$ cat src/rtl/seq_mult16.sv
// Sequential shift-and-add multiplier.
// Signed operands are reduced to magnitudes, multiplied unsigned over WIDTH
// CALC cycles, and the sign is re-applied in a single FIX cycle.
// Prod/Zero are updated only in FIX and otherwise hold their last result.
module seq_mult16 #(
  parameter int WIDTH = 16
) (
  input  logic               clk,
  input  logic               rst_n,
  input  logic               start,
  input  logic               signed_op,
  input  logic [WIDTH-1:0]   A,
  input  logic [WIDTH-1:0]   B,
  output logic               busy,
  output logic               done,
  output logic [2*WIDTH-1:0] Prod,
  output logic               Zero
);

  localparam int PW = 2 * WIDTH;
  localparam int CW = $clog2(WIDTH) + 1;

  typedef enum logic [1:0] {
    IDLE = 2'd0,
    CALC = 2'd1,
    FIX  = 2'd2,
    DONE = 2'd3
  } state_t;

  state_t           r_state;
  logic [WIDTH-1:0] r_mcand;
  logic [WIDTH-1:0] r_mplier;
  logic [PW-1:0]    r_acc;
  logic [PW-1:0]    r_prod;
  logic [CW-1:0]    r_count;
  logic             r_neg;
  logic             r_busy;
  logic             r_done;
  logic             r_zero;

  logic [WIDTH-1:0] w_a_mag;
  logic [WIDTH-1:0] w_b_mag;
  logic             w_neg;
  logic [PW-1:0]    w_partial;
  logic [PW-1:0]    w_fixed;

  // Magnitudes: the most negative value negates to itself, which read as
  // unsigned is exactly its magnitude, so no extra bit is needed.
  assign w_a_mag = (signed_op && A[WIDTH-1]) ? (~A + WIDTH'(1)) : A;
  assign w_b_mag = (signed_op && B[WIDTH-1]) ? (~B + WIDTH'(1)) : B;
  assign w_neg   = signed_op & (A[WIDTH-1] ^ B[WIDTH-1]);

  // Partial product for this CALC step: multiplicand weighted by the bit index.
  assign w_partial = r_mplier[0] ? ({{WIDTH{1'b0}}, r_mcand} << r_count) : '0;

  // Final result with the sign restored (two's complement, modulo 2^PW).
  assign w_fixed = r_neg ? (~r_acc + PW'(1)) : r_acc;

  assign busy = r_busy;
  assign done = r_done;
  assign Prod = r_prod;
  assign Zero = r_zero;

  // Control FSM and datapath; all outputs are registered here.
  always_ff @(posedge clk or negedge rst_n) begin
    if (!rst_n) begin
      r_state  <= IDLE;
      r_mcand  <= '0;
      r_mplier <= '0;
      r_acc    <= '0;
      r_prod   <= '0;
      r_count  <= '0;
      r_neg    <= 1'b0;
      r_busy   <= 1'b0;
      r_done   <= 1'b0;
      r_zero   <= 1'b1;
    end else begin
      case (r_state)
        IDLE, DONE: begin
          r_done <= 1'b0;
          if (start) begin
            r_mcand  <= w_a_mag;
            r_mplier <= w_b_mag;
            r_neg    <= w_neg;
            r_acc    <= '0;
            r_count  <= '0;
            r_busy   <= 1'b1;
            r_state  <= CALC;
          end else begin
            r_state  <= IDLE;
          end
        end
        CALC: begin
          r_acc    <= r_acc + w_partial;
          r_mplier <= r_mplier >> 1;
          r_count  <= r_count + CW'(1);
          if (r_count == CW'(WIDTH - 1)) begin
            r_state <= FIX;
          end
        end
        FIX: begin
          r_prod  <= w_fixed;
          r_zero  <= (w_fixed[WIDTH-1:0] == '0);
          r_busy  <= 1'b0;
          r_done  <= 1'b1;
          r_state <= DONE;
        end
        default: begin
          r_state <= IDLE;
        end
      endcase
    end
  end

endmodule
$ cat config.mk
export PLATFORM = sky130hd
export DESIGN_NAME = seq_mult16
export DESIGN_NICKNAME = d
export VERILOG_FILES = /design/src/rtl/seq_mult16.sv
export SDC_FILE = /design/constraint.sdc
export NUM_CORES = 1
export LEC_CHECK = 0
export BUFFER_PORTS_ARGS = -buffer_cell sky130_fd_sc_hd__buf_2
export CAP_MARGIN = 0
export CORE_MARGIN = 3
export CORE_UTILIZATION = 55
export DETAILED_ROUTE_END_ITERATION = 10
export PLACE_DENSITY = 0.84
export SLEW_MARGIN = 5
export SYNTH_ARGS = -nofsm -noshare
export SYNTH_HDL_FRONTEND = slang
export SYNTH_SLANG_ARGS = --single-unit
$ cat constraint.sdc
create_clock -name clk -period 4.3 [get_ports clk]
set_input_delay 0.645 -clock clk [delete_from_list [all_inputs] [get_ports clk]]
set_output_delay 0.645 -clock clk [all_outputs]
set_load 0.1 [all_outputs]
Word level (Yosys, flattened, before mapping)
Cells that the tools add are included.
{ "word_totals": {"output_inout_bits": 35, "wordCells": 53, "inputBits": 36, "reg_bits": 107} }
{ "op_classes": {"bitwise_logic": 5, "n_shift": 1, "n_reduce_logical": 10, "add_sub_neg": 5, "eq_ne": 6, "n_mux": 16} }
{ "op_table": {"columns": ["op", "n"], "rows": [
  ["two-way mux 32 bit", 3],
  ["case mux 32 bit (2 select lines)", 1],
  ["two-way mux 16 bit", 3],
  ["adder 16 x 1 -> 16 bit, second input constant", 2],
  ["adder 32 x 1 -> 32 bit, second input constant", 1],
  ["adder 32 bit", 1],
  ["inverter 16 bit", 2],
  ["inverter 32 bit", 1],
  ["case mux 16 bit (2 select lines)", 1],
  ["<< shifter 16 x 5 -> 32 bit", 1],
  ["zero test 16 bit", 1],
  ["case mux 5 bit (2 select lines)", 1],
  ["case mux 2 bit (3 select lines)", 1],
  ["AND reduction 2 bit", 3],
  ["adder 5 x 1 -> 5 bit, second input constant", 1],
  ["equality test 5 x 4 -> 1 bit, second input constant", 1],
  ["two-way mux 5 bit", 1],
  ["equality test 2 bit, second input constant", 2],
  ["!= test 2 bit, second input constant", 2],
  ["case mux 1 bit (2 select lines)", 2],
  ["nonzero test 2 bit", 2],
  ["equality test 2 x 1 -> 1 bit, second input constant", 1],
  ["logical AND 1 bit", 2],
  ["zero test 2 bit", 1],
  ["other kinds (5)", 6]
]} }

Longest topological paths before layout
Gate-level depths: netlist of run 1.
{ "depth": {"word_depth": 5, "mapped_depth": 20, "mapped_depth_nobuf": 17} }

Worst setup path before layout of run 1
No wires, ideal clock.
{ "synth_timing": {"path_kind": "flip-flop to flip-flop", "from": "register r_count[1]", "to": "register r_acc[24]", "slack_ns": 0.313, "required_time_ns": 4.178, "period_less_slack_ns": 3.987, "path_buffers": 3, "setup_time_ns": 0.122, "path_stages_with_launch": 18, "t_arrival_ns": 3.865, "cell_sequence": "dfrtp_1 -> buf_2 -> buf_2 -> clkbuf_1 -> mux2i_1 -> mux2i_1 -> mux2_2 -> a22o_1 -> and2_1 -> ha_1 -> and2_2 -> nand3_1 -> or3_1 -> a211oi_2 -> o221ai_2 -> a21boi_0 -> o21ai_0 -> a32o_1"} }
{ "synth_between": {"elab_chain_len": 4} }
{ "synth_lines": {"columns": ["element", "line_no", "source"], "rows": [
  ["from (decl)", "35", "logic [CW-1:0] r_count;"],
  ["from (signal assigned)", "96", "r_count <= r_count + CW'(1);"],
  ["<< shifter 16 x 5 -> 32 bit", "54", "assign w_partial = r_mplier[0] ? ({{WIDTH{1'b0}}, r_mcand} << r_count) : '0;"],
  ["two-way mux 32 bit", "54", null],
  ["adder 32 bit", "94", "r_acc <= r_acc + w_partial;"],
  ["case mux 32 bit (2 select lines)", "78", "case (r_state)"],
  ["to (signal assigned)", "94", null],
  ["to (decl)", "33", "logic [PW-1:0] r_acc;"]
]} }
No other way between the ends.
A chain may end at the register's enable or synchronous reset.

Final worst setup path of run 1
{ "layout_timing": {"from": "register r_count[1]", "to": "register r_acc[29]"} }
The elaborated chain is that of the path after synthesis.

==> results.md, run 1 <==
- Dividing the detail-routed wire length by the instance count gives 15.7 um.
- The number of buffers created by CTS is 9.
- Setup repair after global routing left no endpoint under its margin.
- The synthesis-to-finish area growth is 11.0%.
- After routing, the total negative slack on setup checks comes to 0 ns.
- The achievable clock frequency is 251 MHz.
- The synthesized design contains 0 enable-type register cells.
- The share of flip-flops with an asynchronous set or reset is 100%.
- The sequential area share after synthesis is 31.9%.
- The iteration count of the initial detailed-routing pass is 7.
- Of all nets on the critical path, the largest fanout is 20.
- Across the run, the number of max-cap violations was 0.
- Measured against its own limit, the worst slew margin works out to 37.6%.
- Global routing used 24.7% of the available tracks across all layers.
- The die footprint is 16800 sq um.
- For the pin with the worst max-slew slack, the measured transition is 0.936 ns.
- In this run the critical register-to-register path is launched from r_count[1].
- Summed over all nets, the half-perimeter wirelength after detailed placement is 15300 um.
- The worst-case IR drop observed on VDD is 542 uV.
- The TritonCTS clock tree is yes.
- In this run the tool buffered the top-level ports with 70 buffer cells.
- The worst register-to-register path has a depth of 15.
- The mapped netlist covers 8390 sq um.
- The number of max-slew violations in the final report is 0.
- The total detailed-routing wirelength is 20000 um.
- At the later pin of the worst-skew pair, clock insertion delay measures 0.36 ns.
- The routability congestion estimate is 0.962.
- In this run the mean area of a mapped cell was 8.10 sq um.
- The critical path is of the reg2reg type.
- The slack of the worst reg-to-reg path is 0.32 ns.
- The destination of the worst register-to-register timing path is r_acc[29].
- The number of hold violations in the final report is 0.
- The element type at the critical path end is a register.
- In the post-synthesis netlist, the biggest area contributors are sky130_fd_sc_hd__dfrtp_1, sky130_fd_sc_hd__nand2_1, sky130_fd_sc_hd__o21ai_0.
- The most area-hungry cell type in the Yosys netlist is sky130_fd_sc_hd__dfrtp_1.
- Summed over all cells, the static leakage comes to 4.23 nW.
- Summing internal, switching and leakage power gives 7.68 mW.
- 71 I/O pins were placed.
- The maximum number of pins on one net before global-route repair is 76.
- The synthesized netlist contains 80 unique library cells.
- The final antenna diode count is 0.
- In this run the worst setup path begins at r_count[1].
- The instance count of the mapped netlist is 1035.
- CTS placed an instance of sky130_fd_sc_hd__clkbuf_16 at the clock tree root.
- The chip height is 129 um.
- The starting utilization of the core area is 57.1%.
- The buffer depth of the longest clock path is 2.
- Synthesis produced a netlist with a net count of 1111.
- The global-route wire length before repair is 33800 um.
- The worst min-delay path category is in2async.
- The run finished with clean final reports.
- The initial antenna violation count is 1.
- The share of the synthesized area in the top cell type is 31.6%.
- On the final layout, the worst clock skew is 0.00784 ns.
- During synthesis, Yosys emitted a total of 0 warnings.
- The TritonCTS sink count is 107.
- The via count of the first global-routing pass was 6959.
- The share of layout cells above drive strength 1 is 14.4%.
- The final setup violation count is 0.
- The average via count per standard cell is 5.88.
- The DRC marker count from the first detailed-route iteration is 452.
- The number of nets with antenna violations after routing is 0.
- The region available for standard cell placement spans 14700 sq um.
- The detailed router placed 7464 vias in this run.
- The hold-fix buffer count after cts is 0.
- After clock tree synthesis, the clock-pin slew on the worst setup and hold paths is 0.07 ns.
- The number of nets in the finished design is 1157.
- The initialized floorplan defines 44 standard-cell rows.
- Dividing the final minimum period by the clock period gives 92.6%.
- The most used flip-flop cell after synthesis is sky130_fd_sc_hd__dfrtp_1.
- STA puts the critical path data required time at 4.55 ns.
- After global routing the overflow that remains totals 0.
- Counting flops and latches in the post-synthesis netlist gives 107.
- The die is 129 um wide.
- Once the clock tree was built, the setup fixing pass inserted 0 buffers.
- The worst path arrival time is 4.23 ns.
- The H-tree was split into 3 levels.
- The worst path in the final design needs a cycle of 3.98 ns, including I/O delays and setup.
- For this design the ratio of total power to cell area is 825 nW/um^2.
- The final routed DRC violation total is 0.
- The type of origin of the critical path is a register.
==> logic make-up after synthesis <==
logic type | share of synthesized area, %
AOI/OAI and AO/OA | 22.8
buffers and inverters | 4.28
xor gates and xnor gates | 8.15
DFF | 31.9
adders and majority gates | 6.06
and+or+nand+nor | 20.5
muxes | 6.33
==> power breakdown <==
group | total [mW] | switching [mW] | leakage (nW) | internal (mW)
logic | 4.91 | 3.43 | 2.69 | 1.47
clock network | 0.968 | 0.379 | 0.171 | 0.590
registers | 1.80 | 0.390 | 1.37 | 1.41
total | 7.68 | 4.20 | 4.23 | 3.48
==> timing repair <==
action                                 4_1_cts  5_1_grt
setup endpoints to repair                    0        8
gates resized for setup                      0        3
endpoints found under the hold margin        0        0
==> cell usage in the layout (no fill, tap or decap), drive strengths merged, types with 8 or more instances in the layout <==
| cell | count |
|---|---|
| nand2 | 148 |
| o21ai | 112 |
| dfrtp | 106 |
| buf | 94 |
| a21oi | 91 |
| nor2 | 91 |
| xor2 | 49 |
| ha | 39 |
| inv | 35 |
| mux2i | 30 |
| xnor2 | 29 |
| nand3 | 22 |
| nor2b | 19 |
| nor3 | 16 |
| o31ai | 15 |
| a21o | 14 |
| nand4 | 13 |
| mux2 | 13 |
| clkbuf | 11 |
| or3 | 10 |
| and2 | 10 |
| nor4 | 9 |
| a211oi | 8 |
==> synth_stat cells, drive strengths merged (4+ instances only) <==
cell type and number:
and2 10, ha 39, o31a 4, o21ai 112, nand4 13, a22oi 5
mux2i 30, o211ai 5, nor4 9, a21boi 5, xnor2 29, a211oi 8
or3 10, o41ai 5, a21oi 91, or4 5, nor3 16, nor2b 19
inv 33, mux2 13, o22ai 5, buf 16, o21bai 6, nand3 22
xor2 49, o31ai 15, clkbuf 43, nand2 148, nand2b 7, dfrtp 106
nor2 91, o21a 4, a21o 14
==> worst max-delay path: stages (launching register included) <==
cell                        delay (ns)
sky130_fd_sc_hd__dfrtp_2          0.47
sky130_fd_sc_hd__buf_12           0.19
sky130_fd_sc_hd__mux2_2           0.35
sky130_fd_sc_hd__nor2_1           0.09
sky130_fd_sc_hd__a21oi_1          0.06
sky130_fd_sc_hd__mux2i_1          0.28
sky130_fd_sc_hd__nor2_1           0.13
sky130_fd_sc_hd__ha_1             0.36
sky130_fd_sc_hd__a211oi_1         0.27
sky130_fd_sc_hd__o21bai_1         0.14
sky130_fd_sc_hd__o21ba_2          0.24
sky130_fd_sc_hd__a2111oi_4        0.32
sky130_fd_sc_hd__nor2_2           0.13
sky130_fd_sc_hd__a41o_4           0.33
sky130_fd_sc_hd__o211a_1          0.23
sky130_fd_sc_hd__a221o_1          0.26
==> flip-flops by register name (all words and copies together) (netlist names) <==
signal / count
r_mplier: 16
done: 1
r_acc: 32
r_count: 5
r_neg: 1
Zero: 1
Prod: 32
busy: 1
r_state: 2
r_mcand: 16
==> per-layer routing <==
layer | part of all wire [%] | vias up | track usage, %
met1 | 46 | 3422 | 32.6
li1 | - | 3772 | -
met3 | 6.3 | 45 | 4.49
met5 | 0.065 | - | 0
met2 | 45 | 223 | 40.0
met4 | 3.2 | 2 | 10.4
==> metrics by stage <==
stage	hold slack, ns	setup WS [ns]	cells	area [sq um]	util, %
final	0.423	0.319	1270	9310	63.3
after global routing	0.501	0.0407	1270	9310	63.3
after CTS	0.468	0.186	1270	9300	63.3
after detailed placement	0.466	0.187	1254	8950	60.9
after global placement	0.462	0.275	1254	8950	60.9
after floorplan	0.349	0.313	1035	8390	-
==> cell type report <==
cell class / instances / area (sq um)
clock inverter: 5 / 108
tap: 184 / 230
sequential: 107 / 2680
clock buffer: 11 / 243
timing repair buffer: 94 / 558
multi-input combinational: 836 / 5360
fill: 1301 / 5390
inverter: 33 / 124
==> worst max-delay path by stage <==
stage                 to  slack [ns]
3_5_place_dp   r_acc[30]        0.19
2_1_floorplan  r_acc[24]        0.31
3_3_place_gp   r_acc[30]        0.28
5_1_grt        r_acc[29]        0.04
6_report       r_acc[29]        0.32
4_1_cts        r_acc[30]        0.19
(Power assumes the default switching activity.)
==> run 2: changes to the inputs <==
--- a/config.mk
+++ b/config.mk
@@ -5,7 +5,7 @@
 export SDC_FILE = /design/constraint.sdc
 export NUM_CORES = 1
 export LEC_CHECK = 0
-export BUFFER_PORTS_ARGS = -buffer_cell sky130_fd_sc_hd__buf_2
+export BUFFER_PORTS_ARGS = -buffer_cell sky130_fd_sc_hd__clkbuf_2
 export CAP_MARGIN = 0
 export CORE_MARGIN = 3
 export CORE_UTILIZATION = 55
==> run 2 against run 1 <==
  * Power is 0.33% lower
  * Clock power is 5.5% lower
  * Non-clock buffer count is 5 higher
  * Fmax is 0.88% higher
  * Critical path depth stayed put
  * Sequential power hardly changed
  * Sequential cell count stayed put
  * Via count is 1.1% higher
  * Final cell count is 0.39% higher
  * Register-to-register slack better by 0.03 ns
  * Sequential share of layout area hardly changed
  * Clock-buffer cell count is 2 lower
  * Largest power group unchanged
  * Highest routed layer is now met4
==> results.md, run 2 (synthesized netlist as in run 1, its figures left out) <==
- The average via count per standard cell is 5.92.
- After detailed routing, the average wire length per cell comes to 16.0 um.
- For this block, the via count after detailed routing is 7547.
- The number of H-tree branching levels is 3.
- The first global-routing pass estimated 34200 um of wire.
- The number of buffers created by CTS is 9.
- The total detailed-routing wirelength is 20400 um.
- The relative slew slack is 43.8%.
- For this run, the total global-route usage over all layers was measured as 25.1%.
- The via count of the first global-routing pass is 7138.
- For this run, the top clock speed supported by timing is 253 MHz.
- The critical path in this run is classified as reg2reg.
- Leaving out fill and tap cells, the most frequent cell in the layout is sky130_fd_sc_hd__nand2_1.
- At the worst endpoint, the required time is 4.55 ns.
- For this design, the CTS-stage hold fixing added 0 buffers.
- The share of total power dissipated in combinational logic is 64.6%.
- At the worst endpoint, the arrival time is 4.20 ns.
- Entering global routing, the biggest net connects 44 pins.
- The clock input transition at the sequential cells of the worst setup and hold paths is 0.08 ns.
- The cell area after layout is 9300 sq um.
- The chip height is 129 um.
- The overall power of the completed layout is 7.65 mW.
- The run finished with clean final reports.
- The initial antenna violation count was 0.
- The starting utilization of the core area is 57.1%.
- The number of maximum-capacitance constraint violations is 0.
- The number of max-slew violations in the final report is 0.
- Port buffering added 70 buffers.
- In the layout the commonest cells are sky130_fd_sc_hd__nand2_1, sky130_fd_sc_hd__o21ai_0, sky130_fd_sc_hd__dfrtp_1.
- The analysis attributes to net switching a power of 4.25 mW.
- In this run, the number of DRC markers left after iteration 0 of detailed routing was 517.
- The clock period could shrink to 3.95 ns.
- The switching part of the total power is 55.6%.
- After routing, the total negative slack on setup checks comes to 0 ns.
- TritonCTS built the clock tree.
- Setup repair after global routing left no endpoint under its margin.
- For this run, the share of the core covered by cells in the final layout is 63.2%.
- The die covers 16800 sq um.
- The power density normalized to cell area is 823 nW/um^2.
- The die is 129 um wide.
- The number of hold violations in the final report came to 0.
- At the placement stage, the worst setup path has a slack of 0.262 ns.
- The number of nets in the finished design is 1162.
- The wire-length estimate of the detail-placed layout is 15600 um.
- In this run the static leakage power is 4.25 nW.
- The final routed DRC violation total is 0.
- The clock network fraction of total power is 12.0%.
- The aggregate global routing overflow is 0.
- The buffers inserted during post-CTS setup optimization is 0.
- The worst setup path is launched from a register.
- The pre-antenna-repair detailed-routing pass consisted of 7 iterations.
- The cell chosen for the clock root is sky130_fd_sc_hd__clkbuf_16.
- The final critical path takes up 91.8% of the cycle.
- The placed instances occupy a cell area of 8970 sq um.
- The peak supply drop is 459 uV.
- At the pin with the least slew margin, the transition time is 0.841 ns.
- Fill cells in the final layout number 1300.
- The final antenna diode count is 0.
- Once routing completed, OpenROAD measured the worst setup slack at 0.354 ns.
- The relative contribution of sequential cells to total power is 23.5%.
- Across the routed clock network, the largest skew measured is 0.0102 ns.
- The synthesis-to-finish area growth is 10.8%.
- The final setup violation count is 0.
- The boundary pin count is 71.
- The core area is 14700 sq um.
- Along the worst path, the maximum fanout reaches 9.
- The longest clock path from root to sink contains 2 buffers.
- After clock tree synthesis, the repair step resized 0 gates.
- The TritonCTS sink count is 107.
- The cell row count is 44.
- The worst min-delay path category is in2async.
- The share of layout cells above drive strength 1 is 14.8%.
- At the end of routability-driven placement, the weighted congestion stood at 1.05.
- The element type at the critical path end is a register.
- The clock latency on the worst-skew pair is 0.36 ns.
- The number of nets with antenna violations after routing is 0.
- The internal power of the cells totals 3.40 mW.
[run 2: cell type report]
cell class | instances | area (sq um) | area share, %
Tap cell | 184 | 230 | 2.48
Sequential cell | 107 | 2680 | 28.8
Timing Repair Buffer | 99 | 571 | 6.14
Clock inverter | 7 | 104 | 1.12
Multi-Input combinational cell | 836 | 5360 | 57.7
Inverter | 33 | 124 | 1.33
Clock buffer | 9 | 225 | 2.42
[run 2: per-stage QoR]
stage / hold WS, ns / instances
3_5_place_dp: 0.469 / 1259
4_1_cts: 0.215 / 1275
2_1_floorplan: 0.349 / 1035
5_1_grt: 0.243 / 1275
3_3_place_gp: 0.463 / 1259
6_report: 0.213 / 1275
[run 2: path summary, 6_finish.rpt]
path / from / end / slack [ns] / cells after the start
setup / recovery: r_count[1] / r_acc[29] / 0.35 / 15
hold / removal: rst_n / Prod[6] / 0.21 / 1
setup reg to reg: r_count[1] / r_acc[29] / 0.35 / 15
hold reg to reg: Zero / Zero / 0.48 / 2
max in group asynchronous: rst_n / r_count[0] / 3.19 / 2
min in group clk: Zero / Zero / 0.48 / 2
[run 2: per-layer routing]
metal | routed length [um] | track usage, %
met1 | 9220 | 33.7
met3 | 1210 | 3.96
met5 | 0 | 0
met4 | 607 | 10.3
met2 | 9410 | 40.5
[run 2: power groups by stage]
stage	Combinational (mW)	Clock (mW)	Sequential [mW]
2_1_floorplan	2.81	0	2.87
3_3_place_gp	4.81	0	1.79
3_5_place_dp	4.91	0	1.81
4_1_cts	4.94	0.940	1.79
5_1_grt	5.41	0.971	1.85
6_report	4.94	0.915	1.80
[run 2: worst max-delay path: stages (launching register included)]
cell and delay, ns:
sky130_fd_sc_hd__dfrtp_1 0.41, sky130_fd_sc_hd__buf_4 0.22, sky130_fd_sc_hd__mux2_2 0.38, sky130_fd_sc_hd__nor2_1 0.10, sky130_fd_sc_hd__a21oi_1 0.07, sky130_fd_sc_hd__mux2_2 0.29
sky130_fd_sc_hd__a22oi_1 0.29, sky130_fd_sc_hd__nor2b_1 0.11, sky130_fd_sc_hd__ha_1 0.37, sky130_fd_sc_hd__a21o_1 0.19, sky130_fd_sc_hd__a21o_1 0.18, sky130_fd_sc_hd__a2111oi_0 0.46
sky130_fd_sc_hd__o31a_1 0.23, sky130_fd_sc_hd__nand2_1 0.08, sky130_fd_sc_hd__o211a_1 0.21, sky130_fd_sc_hd__a221o_1 0.25
